===== config.mk =====
export PLATFORM = sky130hd
export DESIGN_NAME = data_cache_writeback_reader
export DESIGN_NICKNAME = d
export VERILOG_FILES = /design/src/rtl/data_cache_writeback_reader.sv
export SDC_FILE = /design/constraint.sdc
export NUM_CORES = 1
export LEC_CHECK = 0
export ABC_AREA = 1
export CAP_MARGIN = 20
export CORE_MARGIN = 4
export CORE_UTILIZATION = 45
export DETAILED_ROUTE_END_ITERATION = 6
export GPL_TIMING_DRIVEN = 0
export PLACE_DENSITY = 0.75
export SYNTH_ARGS = -nofsm -noshare
export SYNTH_HDL_FRONTEND = slang
export SYNTH_SLANG_ARGS = --single-unit

===== constraint.sdc =====
create_clock -name clk_i -period 4.3 [get_ports clk_i]
set_clock_uncertainty 0.2 [all_clocks]
set_input_delay 0.86 -clock clk_i [delete_from_list [all_inputs] [get_ports clk_i]]
set_output_delay 0.86 -clock clk_i [all_outputs]
set_load 0.005 [all_outputs]

===== src/rtl/data_cache_writeback_reader.sv =====
// Streams one cache line (BANKS beats) from the cache block read port to a valid/ready writeback port.
// Optional macro DCACHE_WB_SKID_EN: 2-entry output FIFO with read issue from registered state only.
module data_cache_writeback_reader #(
  parameter int unsigned BANKS  = 4,
  parameter int unsigned DATA_W = 32,
  parameter int unsigned ADDR_W = 9
) (
  input  logic                     clk_i,
  input  logic                     rst_n_i,
  input  logic                     start_i,
  input  logic [ADDR_W-1:0]        index_i,
  output logic                     idle_o,
  output logic                     done_o,
  output logic                     cache_read_o,
  output logic [$clog2(BANKS)-1:0] cache_bank_select_o,
  output logic [ADDR_W-1:0]        cache_address_o,
  input  logic [DATA_W-1:0]        cache_data_i,
  output logic                     wb_valid_o,
  input  logic                     wb_ready_i,
  output logic [DATA_W-1:0]        wb_data_o,
  output logic                     wb_last_o
);

  localparam int unsigned BANK_W = $clog2(BANKS);

  typedef enum logic [1:0] {
    IDLE  = 2'd0,
    READ  = 2'd1,
    DRAIN = 2'd2
  } state_e;

  state_e              state_q, state_d;
  logic [ADDR_W-1:0]   addr_q, addr_d;
  logic [BANK_W-1:0]   bank_q, bank_d;
  logic                done_q, done_d;

  // Read in flight: cache_data_i carries this bank's word in the current cycle.
  logic                infl_q;
  logic [BANK_W-1:0]   infl_bank_q;

  // Output buffer, entry 0 is the head.
  logic [DATA_W-1:0]   slot_data_q [2];
  logic [BANK_W-1:0]   slot_bank_q [2];
  logic [1:0]          cnt_q;

  logic                pop_c;
  logic                fifo_pop_c;
  logic                bypass_c;
  logic                push_c;
  logic                issue_c;
  logic [2:0]          occ_c;
  logic [BANK_W-1:0]   out_bank_c;
  logic                wr_idx_c;

  // Head of the buffer, or the arriving word directly when the buffer is empty.
  assign wb_valid_o = (cnt_q != 2'd0) | infl_q;
  assign wb_data_o  = (cnt_q != 2'd0) ? slot_data_q[0] :
                      (infl_q ? cache_data_i : '0);
  assign out_bank_c = (cnt_q != 2'd0) ? slot_bank_q[0] : infl_bank_q;
  assign wb_last_o  = wb_valid_o & (out_bank_c == BANK_W'(BANKS - 1));

  assign pop_c      = wb_valid_o & wb_ready_i;
  assign fifo_pop_c = (cnt_q != 2'd0) & wb_ready_i;
  assign bypass_c   = infl_q & (cnt_q == 2'd0) & wb_ready_i;
  assign push_c     = infl_q & ~bypass_c;
  assign wr_idx_c   = 1'(cnt_q - 2'(fifo_pop_c));
  assign occ_c      = 3'(cnt_q) + 3'(infl_q);

`ifdef DCACHE_WB_SKID_EN
  // Credit check on registered occupancy only; the FIFO absorbs the in-flight word.
  assign issue_c = (state_q == READ) & (occ_c < 3'd2);
`else
  // Single slot: everything held must leave this cycle before a new read goes out.
  assign issue_c = (state_q == READ) & (occ_c == 3'(pop_c));
`endif

  assign cache_read_o        = issue_c;
  assign cache_bank_select_o = bank_q;
  assign cache_address_o     = addr_q;
  assign idle_o              = (state_q == IDLE);
  assign done_o              = done_q;

  always_comb begin
    state_d = state_q;
    addr_d  = addr_q;
    bank_d  = bank_q;
    done_d  = 1'b0;
    unique case (state_q)
      IDLE: begin
        if (start_i) begin
          state_d = READ;
          addr_d  = index_i;
          bank_d  = '0;
        end
      end
      READ: begin
        if (issue_c) begin
          bank_d = bank_q + BANK_W'(1);
          if (bank_q == BANK_W'(BANKS - 1)) begin
            state_d = DRAIN;
          end
        end
      end
      DRAIN: begin
        if (pop_c && wb_last_o) begin
          state_d = IDLE;
          done_d  = 1'b1;
        end
      end
      default: state_d = IDLE;
    endcase
  end

  always_ff @(posedge clk_i or negedge rst_n_i) begin
    if (!rst_n_i) begin
      state_q <= IDLE;
      addr_q  <= '0;
      bank_q  <= '0;
      done_q  <= 1'b0;
    end else begin
      state_q <= state_d;
      addr_q  <= addr_d;
      bank_q  <= bank_d;
      done_q  <= done_d;
    end
  end

  // Read pipeline tag and output buffer.
  always_ff @(posedge clk_i or negedge rst_n_i) begin
    if (!rst_n_i) begin
      infl_q         <= 1'b0;
      infl_bank_q    <= '0;
      cnt_q          <= 2'd0;
      slot_data_q[0] <= '0;
      slot_data_q[1] <= '0;
      slot_bank_q[0] <= '0;
      slot_bank_q[1] <= '0;
    end else begin
      infl_q <= issue_c;
      if (issue_c) begin
        infl_bank_q <= bank_q;
      end
      if (fifo_pop_c) begin
        slot_data_q[0] <= slot_data_q[1];
        slot_bank_q[0] <= slot_bank_q[1];
      end
      if (push_c) begin
        slot_data_q[wr_idx_c] <= cache_data_i;
        slot_bank_q[wr_idx_c] <= infl_bank_q;
      end
      cnt_q <= 2'(cnt_q + 2'(push_c) - 2'(fifo_pop_c));
    end
  end

endmodule


# Word level (Yosys, flattened, before mapping)
# Cells that the tools add are included.
dict set report word_totals {
  output_inout_bits 48
  ff_bits 87
  in_bits 45
  elab_cells 69
}
dict set report op_classes {
  order_cmp 2
  reduce_logical 9
  add_sub_neg 5
  bitwise_logic 10
  n_eq_ne 9
  mux 23
}
# cell n
set op_table {}
lappend op_table {{$mux 32} 4}
lappend op_table {{$bwmux 64} 1}
lappend op_table {{$mux 64} 1}
lappend op_table {{$demux 32 s1} 1}
lappend op_table {{$mux 2} 9}
lappend op_table {{$and 1x1->1} 7}
lappend op_table {{$eq 2x2->1 const B} 3}
lappend op_table {{$ne 2x2->1 const B} 3}
lappend op_table {{$pmux 2 s3} 1}
lappend op_table {{$bwmux 4} 1}
lappend op_table {{$logic_not 2->1} 2}
lappend op_table {{$mux 4} 1}
lappend op_table {{$pmux 2 s2} 1}
lappend op_table {{$reduce_and 4->1} 1}
lappend op_table {{$reduce_bool 2->1} 2}
lappend op_table {{$add 2x1->3} 1}
lappend op_table {{$eq 3x1->1} 1}
lappend op_table {{$reduce_and 3->1} 1}
lappend op_table {{$add 2x1->2} 1}
lappend op_table {{$add 2x1->2 const B} 1}
lappend op_table {{$demux 2 s1} 1}
lappend op_table {{$eq 2x1->1 const B} 1}
lappend op_table {{$ge 2x2->1 const B} 1}
lappend op_table {{$logic_and 1x1->1} 2}
lappend op_table {{9 further kinds} 10}

# Longest topological paths before layout
# Gate-level depths: netlist of the first run.
dict set report logic_depth {
  ltp_word 10
  ltp_mapped 9
}

# Worst setup path after synthesis of the first run
# Ideal clock, no wire load.
dict set report synth_path {
  path_type {flip-flop to output port}
  start {register cnt_q[0]}
  end {output port cache_read_o}
  path_stages_with_launch 6
  arrival_time_ps 1296
  n_path_buf 0
  slack_ps 1944
  path_cell_list {dfrtp_1 > ha_1 > ha_1 > nor2_1 > nand4_1 > inv_1}
}
dict set report synth_between {
  elab_chain_len 5
  elab_cells_between_ends 6
  classes_between {add/sub (1); eq/ne (1); bitwise (3); reduce/logical (1)}
}
# element line_no
set synth_lines {}
lappend synth_lines {{from (decl)} 44} ;# logic [1:0] cnt_q;
lappend synth_lines {{from (signal assigned)} 151} ;# cnt_q <= 2'(cnt_q + 2'(push_c) - 2'(fifo_pop_c));
lappend synth_lines {{$reduce_bool 2->1} 56} ;# assign wb_valid_o = (cnt_q != 2'd0) | infl_q;
lappend synth_lines {{$or 1x1->1} 56}
lappend synth_lines {{$and 1x1->1} 62} ;# assign pop_c = wb_valid_o & wb_ready_i;
lappend synth_lines {{$eq 3x1->1 (*)} 74} ;# assign issue_c = (state_q == READ) & (occ_c == 3'(pop_c));
lappend synth_lines {{$and 1x1->1 (*)} 74}
lappend synth_lines {{to (decl)} 14} ;# output logic cache_read_o,
# Mark *: on every way between the ends. The rest lies on a longest branch, timed or not.

# Worst setup path in the final report of the first run
dict set report layout_path {
  start {input port wb_ready_i}
  end {output port cache_read_o}
}
dict set report layout_between {
  elab_chain_len 3
}
# element line_no
set layout_lines {}
lappend layout_lines {{from (decl)} 19} ;# input logic wb_ready_i,
lappend layout_lines {{$and 1x1->1} 62}
lappend layout_lines {{$eq 3x1->1} 74}
lappend layout_lines {{$and 1x1->1} 74}
# Every way passes these cells.

==> impl_metrics.csv, run 1 <==
group,metric,value,unit
run_status,status,"finished clean",
synthesis,synth.ff_latch_count,87,
clocking,clk_latency,0.35,ns
synthesis,ys_warn_count,0,
placement,port_buffers,92,
routing,avgRoutedWirePerCell,14.4,um
clocking,post_cts_buffers,0,
synthesis,synth_cells,532,
setup_path,start_kind,"input pin",
floorplan,floorplan.initialDensity,46.4,%
grt,antenna_found_initial,0,
pwr,p_per_area,702,nW/um^2
routing,drt-initial-drc-count,205,
setup_path,crit_required,3.24,ns
cells_and_area,area_growth,30.6,%
setup_path,cpLargestDelayFamily,"buffers and inverters",
sta,holdWs,0.284,ns
sta,period_share,84.2,%
synthesis,synth_nets,582,
synthesis,seq_area_frac_synth,50.7,%
sta,worst_slew_pin_slew,0.558,ns
setup_path,arrival,2.56,ns
setup_path,crit_chain,"clkdlybuf4s50_1, nand2_1, nand2_1, nand4_1, inv_1, clkdlybuf4s50_1",
routing,antenna_left,0,
synthesis,synth_area,4290,um^2
sta,max_freq,276,MHz
setup_path,setup.worst_path.end_class,"primary output",
synthesis,yosysMostFrequentCell,"nand2_1",
grt,track_usage,20.3,%
routing,vias,3965,
floorplan,fp.coreArea,9240,um^2
setup_path,critPathSlowestCell,"clkdlybuf4s50_1",
pwr,max-vdd-ir-drop,0.346,mV
grt,grt_max_degree,48,
synthesis,ys_top_cells_by_count,"nand2_1 (96), dfrtp_1 (87), inv_1 (80)",
sta,hold_viol,0,
sta,rsz0062_at_grt,"false",
setup_path,critical_path_class,"input pin to primary output",
floorplan,ios,93,
cells_and_area,nNetsFinal,686,
synthesis,synth_top_cell_by_area,"dfrtp_1",
routing,drcViolationCount,0,
clocking,clock-root-buffer,"clkbuf_8",
clocking,path_clk_slew,0.09,ns
synthesis,ys.flop_type,"dfrtp_1",
floorplan,fp.dieW,106,um
clocking,h-tree-depth,3,
sta,setup_viol,0,
grt,grt_pass1_vias,3965,
flow_run,drv_cap,0,
synthesis,synth_edf_count,0,
grt,grt_overflow,0,
synthesis,netlist.area_leader.share,50.7,%
placement,place.gp.congestion,0.841,
clocking,cts-buffers-inserted,9,
routing,wl,11100,um
routing,vias_per_cell,5.15,
min_path,hold_path_class,"input pin to async pin",
synthesis,ys_types,22,
clocking,clkSinkCount,87,
cells_and_area,n_antenna_cell,0,
pwr,p_leak,2.63,nW
sta,slew_violations,0,
grt,grt_pass1_wl,18400,um
clocking,cts_tree,"built",
synthesis,async_reset_ff_share,100,%
sta,period_minus_slack,3.62,ns
routing,firstDrtPassIters,5,
clocking,ctsResizeCount,0,
floorplan,dieArea,11200,um^2
synthesis,postSynthAreaPerCell,8.07,um^2
synthesis,synth.area.top_cells,"dfrtp_1 (51%), o21ai_0 (9.1%), nand2_1 (8.4%), inv_1 (7.0%), a21oi_1 (4.2%)",
sta,slew_headroom,62.8,%
cells_and_area,n_fill_cell,798,
floorplan,die_h,106,um
setup_path,r2r_start,"cnt_q[1]",
clocking,ctsLongestPathBuffers,2,
setup_path,critPathMaxFanout,6,
floorplan,std_cell_rows,35,
clocking,ctsHoldBuffers,0,
setup_path,startpoint,"wb_ready_i",
cells_and_area,drive_above_1_share,8.58,%
setup_path,max_stage_delay,0.60,ns
setup_path,worstPathBufferInverterCount,3,
pwr,total_power,3.94,mW
placement,dp_hpwl,7930,um
## per-stage QoR
stage | cells | cell area (um^2) | worst slack (ns) | util (%) | setup TNS [ns]
finish | 770 | 5610 | 0.679 | 60.7 | 0
global route | 770 | 5610 | 0.548 | 60.7 | 0
CTS | 770 | 5610 | 0.692 | 60.7 | 0
detailed placement | 754 | 5400 | 0.705 | 58.4 | 0
global placement | 753 | 5370 | -0.943 | 58.2 | -81.75
floorplan | 532 | 4290 | 1.94 | - | 0
## path summary, 6_finish.rpt
check	end	cells past startpoint	slack (ns)
max	cache_read_o	6	0.68
min	slot_data_q[41]	1	0.28
max in group asynchronous	cnt_q[1]	2	2.99
max reg2reg	cnt_q[1]	8	2.35
min reg2reg	flop	2	0.29
min in group clk_i	flop	2	0.29
## cells by family (layout without fill, tap and decap cells)
kind of cell	Yosys count	count (layout)	synth area share, %
DFF	87	87	50.7
AOI/OAI and AO/OA	137	137	16.5
and+or+nand+nor	179	179	17.1
xor gates and xnor gates	2	2	0.408
buffers and inverters	113	222	11.4
adders and majority gates	5	5	1.46
muxes	9	9	2.36
## metal layers
| metal | track usage (%) | up-vias | wire length, um |
|---|---|---|---|
| li1 | - | 1906 | - |
| met1 | 26.0 | 1923 | 4800 |
| met3 | 4.04 | 16 | 680 |
| met2 | 33.6 | 120 | 5420 |
| met5 | 0 | - | 0 |
| met4 | 8.23 | 0 | 182 |
## cell type report
cell class,count,area [um^2],area share [%]
sequential,87,2180,38.8
multi-input combinational,332,1630,29.0
timing repair buffer,93,946,16.9
inverter,80,300,5.36
buffer,33,188,3.35
tap,129,161,2.88
clock buffer,10,138,2.46
clock inverter,6,68.8,1.23
## report_power, final
part	switching (mW)	internal, mW	total (mW)
sequential	0.175	1.20	1.37
combinational	1.02	0.946	1.97
clock	0.307	0.288	0.595
total	1.51	2.43	3.94
## cells in the final DEF (no fill, tap or decap)
cell type / synthesis / final
o21ai_0: 78 / 78
a21oi_1: 36 / 36
nor3_1: 2 / 2
nand2_1: 96 / 96
inv_6: 0 / 1
mux2_2: 9 / 9
clkdlybuf4s50_1: 0 / 91
clkbuf_1: 14 / 14
nand4_1: 1 / 1
nor2_4: 1 / 1
buf_6: 4 / 4
o31ai_1: 2 / 2
dfrtp_1: 87 / 87
o21ai_1: 16 / 16
nand3_1: 35 / 35
bufinv_16: 0 / 1
ha_1: 5 / 5
xnor2_1: 2 / 2
o21ai_2: 5 / 5
clkinv_2: 0 / 1
nor2_1: 41 / 41
clkinv_4: 0 / 2
clkinvlp_4: 0 / 1
clkbuf_8: 0 / 10
nand2_2: 1 / 1
nor2_2: 2 / 2
buf_16: 0 / 1
buf_2: 9 / 9
buf_4: 6 / 7
inv_1: 80 / 80
## worst register-to-register path: cells and delay by family (launching register included)
family | cells | cell delay, ns
adder cells (fa/ha/maj) | 2 | 0.46
flip-flops | 1 | 0.43
buffers and inverters | 3 | 0.40
AND/OR/NAND/NOR | 2 | 0.22
XOR/XNOR | 1 | 0.13
Note: power is estimated with default switching activity, not from simulation.
==> inputs of run 2 (changes only) <==
Clock period 4.3 ns to 3.5 ns, I/O delays scaled along.
==> results of run 2 <==
Same layout as run 1 (identical final DEF). Status: finished clean.
Main changes from that run: setup slack after placement 0.705 ns -> 0.225 ns; setup slack after layout 0.679 ns -> 0.199 ns; hold slack 0.284 ns -> 0.124 ns; register-to-register setup slack 2.35 ns -> 1.55 ns; total power 3.94 mW -> 4.84 mW; worst IR drop on VDD 0.346 mV -> 0.425 mV
==> patch: new RTL, flow settings as in run 1 <==
Re-encode `state_e` (3 states) as one-hot, 3 bits wide.
--- a/src/rtl/data_cache_writeback_reader.sv
+++ b/src/rtl/data_cache_writeback_reader.sv
@@ -23,10 +23,10 @@
 
   localparam int unsigned BANK_W = $clog2(BANKS);
 
-  typedef enum logic [1:0] {
-    IDLE  = 2'd0,
-    READ  = 2'd1,
-    DRAIN = 2'd2
+  typedef enum logic [2:0] {
+    IDLE  = 3'b001,
+    READ  = 3'b010,
+    DRAIN = 3'b100
   } state_e;
 
   state_e              state_q, state_d;
Formal check against the unedited RTL: no difference found for any inputs over 10 cycles, from zero or initial values and one cycle with rst_n_i low; not proved beyond that.
==> patch against run 1 <==
  * Area after synthesis rose by 3.4%
  * Die area rose by 3.2%
  * Combinational power fell by 23%
  * Worst setup slack improved by 0.12 ns
  * Cell area rose by 2.7%
  * Power fell by 14%
  * Worst hold slack got worse by 0.0069 ns
  * Critical endpoint unchanged
  * Sequential power fell by 7%
  * Sequential cell count rose by 1
  * Routed wire length rose by 0.88%
  * Global-route usage barely moved
  * Largest cell class unchanged
  * Maximum frequency rose by 3.4%
==> patch: results (changes against run 1) <==
metric,value,unit,change
xor and xnor fraction of the mapped netlist area,0.395,%,-0.014 points
Worst Hold Slack,0.278,ns,-0.00694 ns
syn_nets,586,,+0.69%
mux cell area share after synthesis,2.28,%,-0.079 points
status,"complete, no violations",,
routed length per instance,14.4,um,+0.35%
Synth Area in Adders,1.41,%,-0.048 points
async set-reset flop share out of synthesis,100,%,unchanged
met1 Use GR,26.9,%,+0.96 points
top post-synthesis cells by area,"dfrtp_1 49%, o21ai_0 8.7%, nand2_1 7.9%, inv_1 6.8%, nand3_1 4.1%",,
Worst EP arrival,2.44,ns,-0.12 ns
dominant synthesized flop cell,dfrtp_1,,
layout cells sized above 1,12.1,%,+3.5 points
RD Place Congestion,0.835,,-0.73%
first-pass GRT wire length,18.9,mm,+2.8%
Tot Pwr,0.00339,W,-14%
global routing usage on met2,32.3,%,-1.3 points
"CP delay by family, top",buffers and inverters,,
yosys warns,0,,unchanged
met3 wire len,855,um,+26%
drt pass-1 iters,4,,-1
Post-Route M1 WL,4.94,mm,+3.0%
Synth top cells by count,"94 x nand2_1, 87 x dfrtp_1, 80 x inv_1, 77 x o21ai_0, 43 x nor2_1",,
part of the Yosys area used for sequential elements,49.6,%,-1.1 points
Seq. pwr,0.00127,W,-7%
"Net count, final",690,,+0.58%
HPWL after detailed placement,7.91,mm,-0.30%
Top Metal Used,met4,,
VDD IR max,0.315,mV,-8.9%
clk slew on worst S/H paths,0.09,ns,about the same
Reg-to-Reg Start,cnt_q[0],,
Cell variety after synth,26,,+18%
maximum clock path buffer count,2,,unchanged
vias per cell,5.10,,-0.87%
root buffer cell,clkbuf_8,,
metal2 WL,5.18,mm,-4.3%
GRT Total Usage,20.3,%,about the same
post-route setup slack,0.799,ns,+0.120 ns
Ant. Diodes,0,,unchanged
Clock Power,0.000604,W,+2%
Lkg Pwr,2.60,nW,-1.4%
Skew-Pair Late Insertion Delay,0.36,ns,
Worst Setup EP,cache_read_o,,
Hold Crit Class,primary input to async pin,,
initial DRC count,203,,-0.98%
GRT met3 Usage,5.52,%,+1.5 points
crit path max fanout,7,,+1
Reg2Reg Setup Slack,2.37,ns,+0.02 ns
Slew @ Worst Pin,0.568,ns,+0.00981 ns
cell count after synthesis,536,,+0.75%
worst slack at placement,0.797,ns,+0.0917 ns
Finished Layout Cells,774,,+0.52%
placed instance count,758,,+0.53%
Placed Area,5550,um2,+2.7%
slowest CP cell,clkdlybuf4s50_1,,
vias in the first global route,3928,,-0.93%
Compound-Gate Fraction of Synth Area,18.0,%,+1.5 points
Sw Share,36.4,%,-1.8 points
patch: cell count changes after synthesis, sizes merged, moves of 2 or more:
cell	change
nand3	+2
o31ai	+4
a21oi	-3
nor2	+3
nand2	-2
patch: worst reg2reg max path, delay by kind of cell (launching register included):
family        cells  cell delay [ns]
fa+ha+maj         2             0.46
xor+xnor          1             0.12
flops             1             0.43
buf+inv           3             0.40
simple gates      2             0.22
patch: logic make-up (layout without fill, tap and decap cells):
group,after synthesis,in the layout
simple gates,181,181
compound gates,138,138
buf+inv,113,222
flops,88,88
mux,9,9
fa+ha+maj,5,5
xor+xnor,2,2
patch: area by class of cell:
type | count | area, um2
Buffer | 32 | 194
Clock buffer | 12 | 155
Clock inverter | 4 | 52.6
Fill cell | 810 | 3660
Inverter | 81 | 304
Multi-Input combinational cell | 335 | 1740
Sequential cell | 88 | 2200
Tap cell | 129 | 161
Timing Repair Buffer | 93 | 946
